==> src/rtl/cpu_defs.sv <==
// Shared RV32I decode definitions: opcodes, ALU/writeback codes, ID/EX bundle.
// Latency: n/a (types, constants and a pure function only).
// Backpressure: n/a.
package cpu_defs;

  localparam int XLEN = 32;

  // Major opcodes (instr[6:0])
  localparam logic [6:0] OPC_LUI    = 7'b0110111;
  localparam logic [6:0] OPC_AUIPC  = 7'b0010111;
  localparam logic [6:0] OPC_JAL    = 7'b1101111;
  localparam logic [6:0] OPC_JALR   = 7'b1100111;
  localparam logic [6:0] OPC_BRANCH = 7'b1100011;
  localparam logic [6:0] OPC_LOAD   = 7'b0000011;
  localparam logic [6:0] OPC_STORE  = 7'b0100011;
  localparam logic [6:0] OPC_OPIMM  = 7'b0010011;
  localparam logic [6:0] OPC_OP     = 7'b0110011;

  // ALU operation codes
  localparam logic [3:0] ALU_ADD  = 4'd0;
  localparam logic [3:0] ALU_SUB  = 4'd1;
  localparam logic [3:0] ALU_SLL  = 4'd2;
  localparam logic [3:0] ALU_SLT  = 4'd3;
  localparam logic [3:0] ALU_SLTU = 4'd4;
  localparam logic [3:0] ALU_XOR  = 4'd5;
  localparam logic [3:0] ALU_SRL  = 4'd6;
  localparam logic [3:0] ALU_SRA  = 4'd7;
  localparam logic [3:0] ALU_OR   = 4'd8;
  localparam logic [3:0] ALU_AND  = 4'd9;

  // Writeback source select
  localparam logic [1:0] WB_ALU = 2'd0;
  localparam logic [1:0] WB_MEM = 2'd1;
  localparam logic [1:0] WB_PC4 = 2'd2;

  typedef struct packed {
    logic [3:0] alu_op;
    logic       alu_src_a;
    logic       alu_src_b;
    logic [1:0] wb_sel;
    logic       reg_write;
    logic       mem_read;
    logic       mem_write;
    logic       branch;
    logic       jump;
    logic       jalr;
    logic       illegal;
  } ctrl_t;

  typedef struct packed {
    logic [XLEN-1:0] pc;
    logic [XLEN-1:0] rs1_data;
    logic [XLEN-1:0] rs2_data;
    logic [XLEN-1:0] imm;
    logic [4:0]      rs1;
    logic [4:0]      rs2;
    logic [4:0]      rd;
    logic [2:0]      funct3;
    ctrl_t           ctrl;
  } idex_t;

  // A bubble has every control flag cleared and alu_op = ADD; the data
  // fields are zeroed too so an idle stage is easy to spot on waveforms.
  localparam ctrl_t CTRL_BUBBLE = '0;
  localparam idex_t IDEX_BUBBLE = '0;

  // funct3/funct7[5] to ALU op for OP (is_reg = 1) and OP-IMM (is_reg = 0).
  // funct7[5] selects SUB only for register ops: for ADDI that bit is
  // part of the immediate.
  function automatic logic [3:0] alu_decode(input logic [2:0] f3,
                                            input logic       f7b5,
                                            input logic       is_reg);
    logic [3:0] op;
    case (f3)
      3'b000:  op = (is_reg && f7b5) ? ALU_SUB : ALU_ADD;
      3'b001:  op = ALU_SLL;
      3'b010:  op = ALU_SLT;
      3'b011:  op = ALU_SLTU;
      3'b100:  op = ALU_XOR;
      3'b101:  op = f7b5 ? ALU_SRA : ALU_SRL;
      3'b110:  op = ALU_OR;
      default: op = ALU_AND;
    endcase
    return op;
  endfunction

endpackage

==> src/rtl/regfile.sv <==
// 32-entry integer register file, two async read ports, one sync write port.
// Latency: reads combinational; writes visible after the next posedge clk.
// Backpressure: none; a write is accepted every cycle wb is enabled.
//
// Ports: clk, rst_n (async active-low, clears all registers);
//        rs1_addr/rs2_addr -> rs1_data/rs2_data; we, rd_addr, rd_data.
// Build option ID_WB_BYPASS_EN: a read of the register being written this
// cycle returns the incoming write data instead of the stored value.
module regfile
  import cpu_defs::*;
#(
  parameter int DATA_WIDTH = XLEN,
  parameter int REG_ADDR_W = 5
) (
  input  logic                  clk,
  input  logic                  rst_n,
  input  logic [REG_ADDR_W-1:0] rs1_addr,
  input  logic [REG_ADDR_W-1:0] rs2_addr,
  output logic [DATA_WIDTH-1:0] rs1_data,
  output logic [DATA_WIDTH-1:0] rs2_data,
  input  logic                  we,
  input  logic [REG_ADDR_W-1:0] rd_addr,
  input  logic [DATA_WIDTH-1:0] rd_data
);

  localparam int NREG = 1 << REG_ADDR_W;

  logic [DATA_WIDTH-1:0] regs [NREG];

  always_ff @(posedge clk or negedge rst_n) begin
    if (!rst_n) begin
      for (int i = 0; i < NREG; i++) regs[i] <= '0;
    end else if (we && (rd_addr != '0)) begin
      regs[rd_addr] <= rd_data;
    end
  end

  always_comb begin
    rs1_data = (rs1_addr == '0) ? '0 : regs[rs1_addr];
    rs2_data = (rs2_addr == '0) ? '0 : regs[rs2_addr];
`ifdef ID_WB_BYPASS_EN
    if (we && (rd_addr != '0) && (rd_addr == rs1_addr)) rs1_data = rd_data;
    if (we && (rd_addr != '0) && (rd_addr == rs2_addr)) rs2_data = rd_data;
`endif
  end

endmodule

==> src/rtl/id_stage.sv <==
// RV32I decode stage: decode, immediate gen, regfile read, load-use detect.
// Latency: 1 cycle IF_instr_i -> ID_* (ID/EX register); hazard_stall_o same cycle.
// Backpressure: stall holds ID/EX; load-use inserts a bubble; flush wins over both.
//
// Ports: IF_pc_i/IF_instr_i from fetch; flush, stall; ex_mem_read_i/ex_rd_i
//        from EX for hazard detection; wb_we_i/wb_rd_i/wb_data_i writeback;
//        hazard_stall_o to fetch; ID_* registered bundle to execute.
// Build option ID_WB_BYPASS_EN: same-cycle writeback-to-read bypass in regfile.
module id_stage
  import cpu_defs::*;
#(
  parameter int DATA_WIDTH = XLEN,
  parameter int REG_ADDR_W = 5
) (
  input  logic                  clk,
  input  logic                  rst_n,
  input  logic [DATA_WIDTH-1:0] IF_pc_i,
  input  logic [31:0]           IF_instr_i,
  input  logic                  flush,
  input  logic                  stall,
  input  logic                  ex_mem_read_i,
  input  logic [REG_ADDR_W-1:0] ex_rd_i,
  input  logic                  wb_we_i,
  input  logic [REG_ADDR_W-1:0] wb_rd_i,
  input  logic [DATA_WIDTH-1:0] wb_data_i,
  output logic                  hazard_stall_o,
  output logic [DATA_WIDTH-1:0] ID_pc_o,
  output logic [DATA_WIDTH-1:0] ID_rs1_data_o,
  output logic [DATA_WIDTH-1:0] ID_rs2_data_o,
  output logic [DATA_WIDTH-1:0] ID_imm_o,
  output logic [REG_ADDR_W-1:0] ID_rs1_o,
  output logic [REG_ADDR_W-1:0] ID_rs2_o,
  output logic [REG_ADDR_W-1:0] ID_rd_o,
  output logic [2:0]            ID_funct3_o,
  output logic [3:0]            ID_alu_op_o,
  output logic                  ID_alu_src_a_o,
  output logic                  ID_alu_src_b_o,
  output logic [1:0]            ID_wb_sel_o,
  output logic                  ID_reg_write_o,
  output logic                  ID_mem_read_o,
  output logic                  ID_mem_write_o,
  output logic                  ID_branch_o,
  output logic                  ID_jump_o,
  output logic                  ID_jalr_o,
  output logic                  ID_illegal_o
);

  logic [6:0]  opcode;
  logic [2:0]  funct3;
  logic        f7b5;
  logic [4:0]  rd_idx, rs2_idx;
  logic [4:0]  rs1_idx;
  logic [31:0] imm_i, imm_s, imm_b, imm_u, imm_j;

  assign opcode  = IF_instr_i[6:0];
  assign rd_idx  = IF_instr_i[11:7];
  assign funct3  = IF_instr_i[14:12];
  assign rs2_idx = IF_instr_i[24:20];
  assign f7b5    = IF_instr_i[30];

  assign imm_i = {{20{IF_instr_i[31]}}, IF_instr_i[31:20]};
  assign imm_s = {{20{IF_instr_i[31]}}, IF_instr_i[31:25], IF_instr_i[11:7]};
  assign imm_b = {{19{IF_instr_i[31]}}, IF_instr_i[31], IF_instr_i[7],
                  IF_instr_i[30:25], IF_instr_i[11:8], 1'b0};
  assign imm_u = {IF_instr_i[31:12], 12'b0};
  assign imm_j = {{11{IF_instr_i[31]}}, IF_instr_i[31], IF_instr_i[19:12],
                  IF_instr_i[20], IF_instr_i[30:21], 1'b0};

  ctrl_t       ctrl;
  logic [31:0] imm;
  logic        rs1_used, rs2_used;

  always_comb begin
    ctrl     = CTRL_BUBBLE;
    imm      = '0;
    rs1_idx  = IF_instr_i[19:15];
    rs1_used = 1'b0;
    rs2_used = 1'b0;
    case (opcode)
      OPC_LUI: begin
        // Index forced to x0 so EX computes 0 + imm with the plain ADD path.
        rs1_idx        = '0;
        imm            = imm_u;
        ctrl.alu_src_b = 1'b1;
        ctrl.reg_write = 1'b1;
      end
      OPC_AUIPC: begin
        imm            = imm_u;
        ctrl.alu_src_a = 1'b1;
        ctrl.alu_src_b = 1'b1;
        ctrl.reg_write = 1'b1;
      end
      OPC_JAL: begin
        // ALU forms the target PC + imm; rd gets PC+4 through wb_sel.
        imm            = imm_j;
        ctrl.alu_src_a = 1'b1;
        ctrl.alu_src_b = 1'b1;
        ctrl.wb_sel    = WB_PC4;
        ctrl.reg_write = 1'b1;
        ctrl.jump      = 1'b1;
      end
      OPC_JALR: begin
        imm            = imm_i;
        ctrl.alu_src_b = 1'b1;
        ctrl.wb_sel    = WB_PC4;
        ctrl.reg_write = 1'b1;
        ctrl.jalr      = 1'b1;
        rs1_used       = 1'b1;
      end
      OPC_BRANCH: begin
        imm            = imm_b;
        ctrl.alu_op    = ALU_SUB;
        ctrl.branch    = 1'b1;
        rs1_used       = 1'b1;
        rs2_used       = 1'b1;
      end
      OPC_LOAD: begin
        imm            = imm_i;
        ctrl.alu_src_b = 1'b1;
        ctrl.wb_sel    = WB_MEM;
        ctrl.reg_write = 1'b1;
        ctrl.mem_read  = 1'b1;
        rs1_used       = 1'b1;
      end
      OPC_STORE: begin
        imm            = imm_s;
        ctrl.alu_src_b = 1'b1;
        ctrl.mem_write = 1'b1;
        rs1_used       = 1'b1;
        rs2_used       = 1'b1;
      end
      OPC_OPIMM: begin
        imm            = imm_i;
        ctrl.alu_op    = alu_decode(funct3, f7b5, 1'b0);
        ctrl.alu_src_b = 1'b1;
        ctrl.reg_write = 1'b1;
        rs1_used       = 1'b1;
      end
      OPC_OP: begin
        ctrl.alu_op    = alu_decode(funct3, f7b5, 1'b1);
        ctrl.reg_write = 1'b1;
        rs1_used       = 1'b1;
        rs2_used       = 1'b1;
      end
      default: begin
        // The all-zero word is fetch's flush marker, not an illegal op.
        ctrl.illegal = (IF_instr_i != '0);
      end
    endcase
  end

  logic [DATA_WIDTH-1:0] rs1_rdata, rs2_rdata;

  regfile #(
    .DATA_WIDTH (DATA_WIDTH),
    .REG_ADDR_W (REG_ADDR_W)
  ) u_regfile (
    .clk      (clk),
    .rst_n    (rst_n),
    .rs1_addr (rs1_idx),
    .rs2_addr (rs2_idx),
    .rs1_data (rs1_rdata),
    .rs2_data (rs2_rdata),
    .we       (wb_we_i),
    .rd_addr  (wb_rd_i),
    .rd_data  (wb_data_i)
  );

  assign hazard_stall_o = ex_mem_read_i && (ex_rd_i != '0) &&
                          (((ex_rd_i == rs1_idx) && rs1_used) ||
                           ((ex_rd_i == rs2_idx) && rs2_used));

  idex_t dec, idex_q;

  always_comb begin
    dec          = IDEX_BUBBLE;
    dec.pc       = IF_pc_i;
    dec.rs1_data = rs1_rdata;
    dec.rs2_data = rs2_rdata;
    dec.imm      = imm;
    dec.rs1      = rs1_idx;
    dec.rs2      = rs2_idx;
    dec.rd       = rd_idx;
    dec.funct3   = funct3;
    dec.ctrl     = ctrl;
  end

  always_ff @(posedge clk or negedge rst_n) begin
    if (!rst_n) begin
      idex_q <= IDEX_BUBBLE;
    end else if (flush) begin
      idex_q <= IDEX_BUBBLE;
    end else if (!stall) begin
      idex_q <= hazard_stall_o ? IDEX_BUBBLE : dec;
    end
  end

  assign ID_pc_o        = idex_q.pc;
  assign ID_rs1_data_o  = idex_q.rs1_data;
  assign ID_rs2_data_o  = idex_q.rs2_data;
  assign ID_imm_o       = idex_q.imm;
  assign ID_rs1_o       = idex_q.rs1;
  assign ID_rs2_o       = idex_q.rs2;
  assign ID_rd_o        = idex_q.rd;
  assign ID_funct3_o    = idex_q.funct3;
  assign ID_alu_op_o    = idex_q.ctrl.alu_op;
  assign ID_alu_src_a_o = idex_q.ctrl.alu_src_a;
  assign ID_alu_src_b_o = idex_q.ctrl.alu_src_b;
  assign ID_wb_sel_o    = idex_q.ctrl.wb_sel;
  assign ID_reg_write_o = idex_q.ctrl.reg_write;
  assign ID_mem_read_o  = idex_q.ctrl.mem_read;
  assign ID_mem_write_o = idex_q.ctrl.mem_write;
  assign ID_branch_o    = idex_q.ctrl.branch;
  assign ID_jump_o      = idex_q.ctrl.jump;
  assign ID_jalr_o      = idex_q.ctrl.jalr;
  assign ID_illegal_o   = idex_q.ctrl.illegal;

endmodule

==> config.mk <==
export PLATFORM = sky130hd
export DESIGN_NAME = id_stage
export DESIGN_NICKNAME = d
export VERILOG_FILES = /design/src/rtl/cpu_defs.sv /design/src/rtl/regfile.sv /design/src/rtl/id_stage.sv
export SDC_FILE = /design/constraint.sdc
export NUM_CORES = 2
export LEC_CHECK = 0
export CAP_MARGIN = 20
export CORE_ASPECT_RATIO = 0.5
export CORE_MARGIN = 3
export CORE_UTILIZATION = 61
export DETAILED_ROUTE_END_ITERATION = 8
export GPL_TIMING_DRIVEN = 0
export HOLD_SLACK_MARGIN = 0.15
export PLACE_DENSITY_LB_ADDON = 0.25
export SYNTH_ARGS = -nofsm -noshare
export SYNTH_HDL_FRONTEND = slang
export SYNTH_HIERARCHICAL = 1
export SYNTH_SLANG_ARGS = --single-unit
==> constraint.sdc <==
create_clock -name clk -period 1.9 [get_ports clk]
set_input_delay 0.38 -clock clk [delete_from_list [all_inputs] [get_ports clk]]
set_output_delay 0.38 -clock clk [all_outputs]
set_load 0.01 [all_outputs]
==> metrics <==
status=finished with violations; failing checks=negative hold slack, negative setup slack; final hold violations=108; Yosys cell types=53; CP max FO=10; register area=29600 um^2; die area=104000 um^2; worst slew pin tran=1.09 ns; DR vias=46500; beginning of the critical path=IF_instr_i[3]; Static Leakage=32.7 nW; average cell area after synthesis=14.6 um^2; synthesized instance count=4161; Hold/Removal Path Class=in -> async; fill count=5778; Reg2Reg Launch Point=u_regfile/regs[660]; Total Power=73.7 mW; Rows=81; die width=453 um; commonest non-fill, non-tap cell in the layout=dfrtp_1; Synthesized Nets=4273; Core Region=98400 um^2; clock slew at the register clock pins of the worst setup and hold paths=0.07 ns; main combinational cell family by area after synthesis=multiplexers; H-tree Lvls=3; first-pass GRT wire length=333000 um; multi-input logic area=31200 um^2; largest net degree at the start of global routing=184; setup ws final=-0.633 ns; TritonRoute pass-1 iters=8; I/O pins=274; initial antenna violation count=21; Synth top area share=48.6%; post-synthesis adder-cell area fraction=0%; placed cell count=5775; synthesized-area fraction occupied by and/or/nand/nor cells=2.33%; DP Wirelength=161000 um; WP data arrival=3.21 ns; fin. max-slew vios=0; Longest Clk Path Bufs=3; layout cells sized above 1=50.4%; GRT overflow=0; # DRC=0; CTS tree=done; vias per inst=7.61; Hold WS=-0.464 ns; Post-synth EDFFs=0; setup violators final=332; CP Capture Type=register; routed wl met3=36400 um; post-route ant nets=0; Post-synth top flop=dfrtp_1; ys async rst share=100%; Area contributors post-synth=dfrtp_1 49%, mux2_2 18%, mux4_2 17%, mux2i_1 2.1%, a22o_1 1.7%; Root Driver=clkbuf_16; CP required=2.58 ns; mux cell area share after synthesis=38.2%; Synth area leader=dfrtp_1; Seq/Total Area, Yosys=48.6%; DRT iter0 DRCs=7322; Layout Nets=4780; RSZ-0062 raised after global routing=yes; Final Util=76.0%; CP Launch Type=primary input; clk sinks=1184; Synth Area in XOR/XNOR=0.115%; Register-to-Register Path Depth=5; Fin Clk Skew=0.0239 ns; Routed met2 length=101000 um; Area Overhead vs Synth=22.7%; Max Cap Viol=0; fin crit share=133%; commonest non-fill, non-tap cells in the layout=1182 x dfrtp_1, 996 x mux2_2, 448 x mux4_2; Slew HR=27.3%; WL per Instance=39.2 um; met1 WL=83900 um; Die Y=229 um; Synth Area in Compound Gates=6.96%; fin cells=6111; VDD IR max=0.774 mV; Post-Route WL=240000 um; final RePlAce weighted congestion=1.02; PD cells=986 nW/um^2; min Tclk post-route=2.53 ns; vias in the first global route=46500; flops & latches, synth=1184; GRT Total Usage=45.0%; Ys Warns=6; Max Clk Rate=395 MHz; TritonCTS buffer count=104; mapped cell area=60900 um^2; uppermost layer routed=met5; clk_lat worst skew=0.75 ns; Initial Util=61.9%; port bufs=268; Crit Path Class=in -> reg
-- cell type report --
cell class	count	share of cell area, %
sequential	1184	39.6
antenna	25	0.0837
tap	1328	2.22
inverter	3	0.0184
timing repair buffer	410	5.95
buffer	468	5.27
multi-input combinational	2497	41.7
clock buffer	154	4.22
clock inverter	42	0.879
-- final timing paths --
kind | endpoint | slack, ns
worst max-delay path | ID_rs1_data_o[31] | -0.63
worst min-delay path | ID_imm_o[5] | -0.46
worst max register to register | ID_rs2_data_o[20] | -0.08
worst min register to register | u_regfile/regs[998] | 0.48
max in group asynchronous | u_regfile/regs[428] | 0.28
min in group clk | ID_imm_o[18] | 0.19
-- logic make-up after synthesis --
group	Yosys count
mux	1634
flops	1184
compound gates	582
buf+inv	480
simple gates	273
xor+xnor	8
-- synth_stat cells, drive strengths merged (4+ instances only) --
master and count:
nor4 9, nor2b 78, o21ai 155, nor3 7
a22o 118, o2111ai 17, a22oi 69, a21oi 29
nand3 9, nor2 38, a311oi 64, clkbuf 233
xnor2 5, mux4 448, a211oi 64, mux2 1057
mux2i 129, a221oi 48, buf 244, nand2b 7
and3 4, dfrtp 1184, nand4 4, and2 8
a32o 6, nand2 91
-- worst max-delay path, stage by stage --
cell	delay, ns
buf_8	0.11
buf_8	0.11
nor3b_4	0.28
nand2_4	0.10
and2_2	0.24
buf_12	0.18
buf_8	0.17
buf_12	0.18
mux2i_1	0.21
a221oi_2	0.35
o21ai_2	0.14
a311oi_4	0.55
a22o_1	0.20
-- layer usage --
layer  vias up  global-route usage (%)
li1      17200                       -
met3      1117                    20.5
met5         -                   0.781
met4        24                    25.4
met2      3918                    63.2
met1     24200                    58.1
-- flip-flops by register name (all words and copies together) (netlist names), 2 cells and up --
register / count
ID_alu_op_o: 4
ID_funct3_o: 3
ID_imm_o: 32
ID_pc_o: 32
ID_rd_o: 5
ID_rs1_data_o: 32
ID_rs1_o: 5
ID_rs2_data_o: 32
ID_rs2_o: 5
ID_wb_sel_o: 2
u_regfile/regs: 1024
-- power by group --
part	internal, mW	leakage, nW	switching (mW)	total [mW]
sequential	29.5	15.3	3.45	33.0
clock	13.8	1.88	10.3	24.1
combinational	8.99	15.6	7.60	16.6
-- timing repair --
action | in CTS | in global routing
setup buffers | 50 | 37
gates resized for setup | 1049 | 206
hold buffers | 13 | 4
endpoints found under the hold margin | 134 | 113
pin swaps | 95 | 89
cloned | 9 | 12
setup endpoints to repair | 1329 | 870
-- stage by stage --
| stage | worst slack [ns] | cell area [um^2] | TNS (ns) |
|---|---|---|---|
| finish | -0.633 | 74700 | -39.74 |
| global route | -0.578 | 74700 | -34.72 |
| global placement | -51.54 | 65400 | - |
| floorplan | -0.625 | 61100 | -30.48 |
| detailed placement | -3.32 | 65800 | -1505.69 |
| CTS | -0.421 | 73200 | -14.52 |
Note: power is estimated with default switching activity, not from simulation.
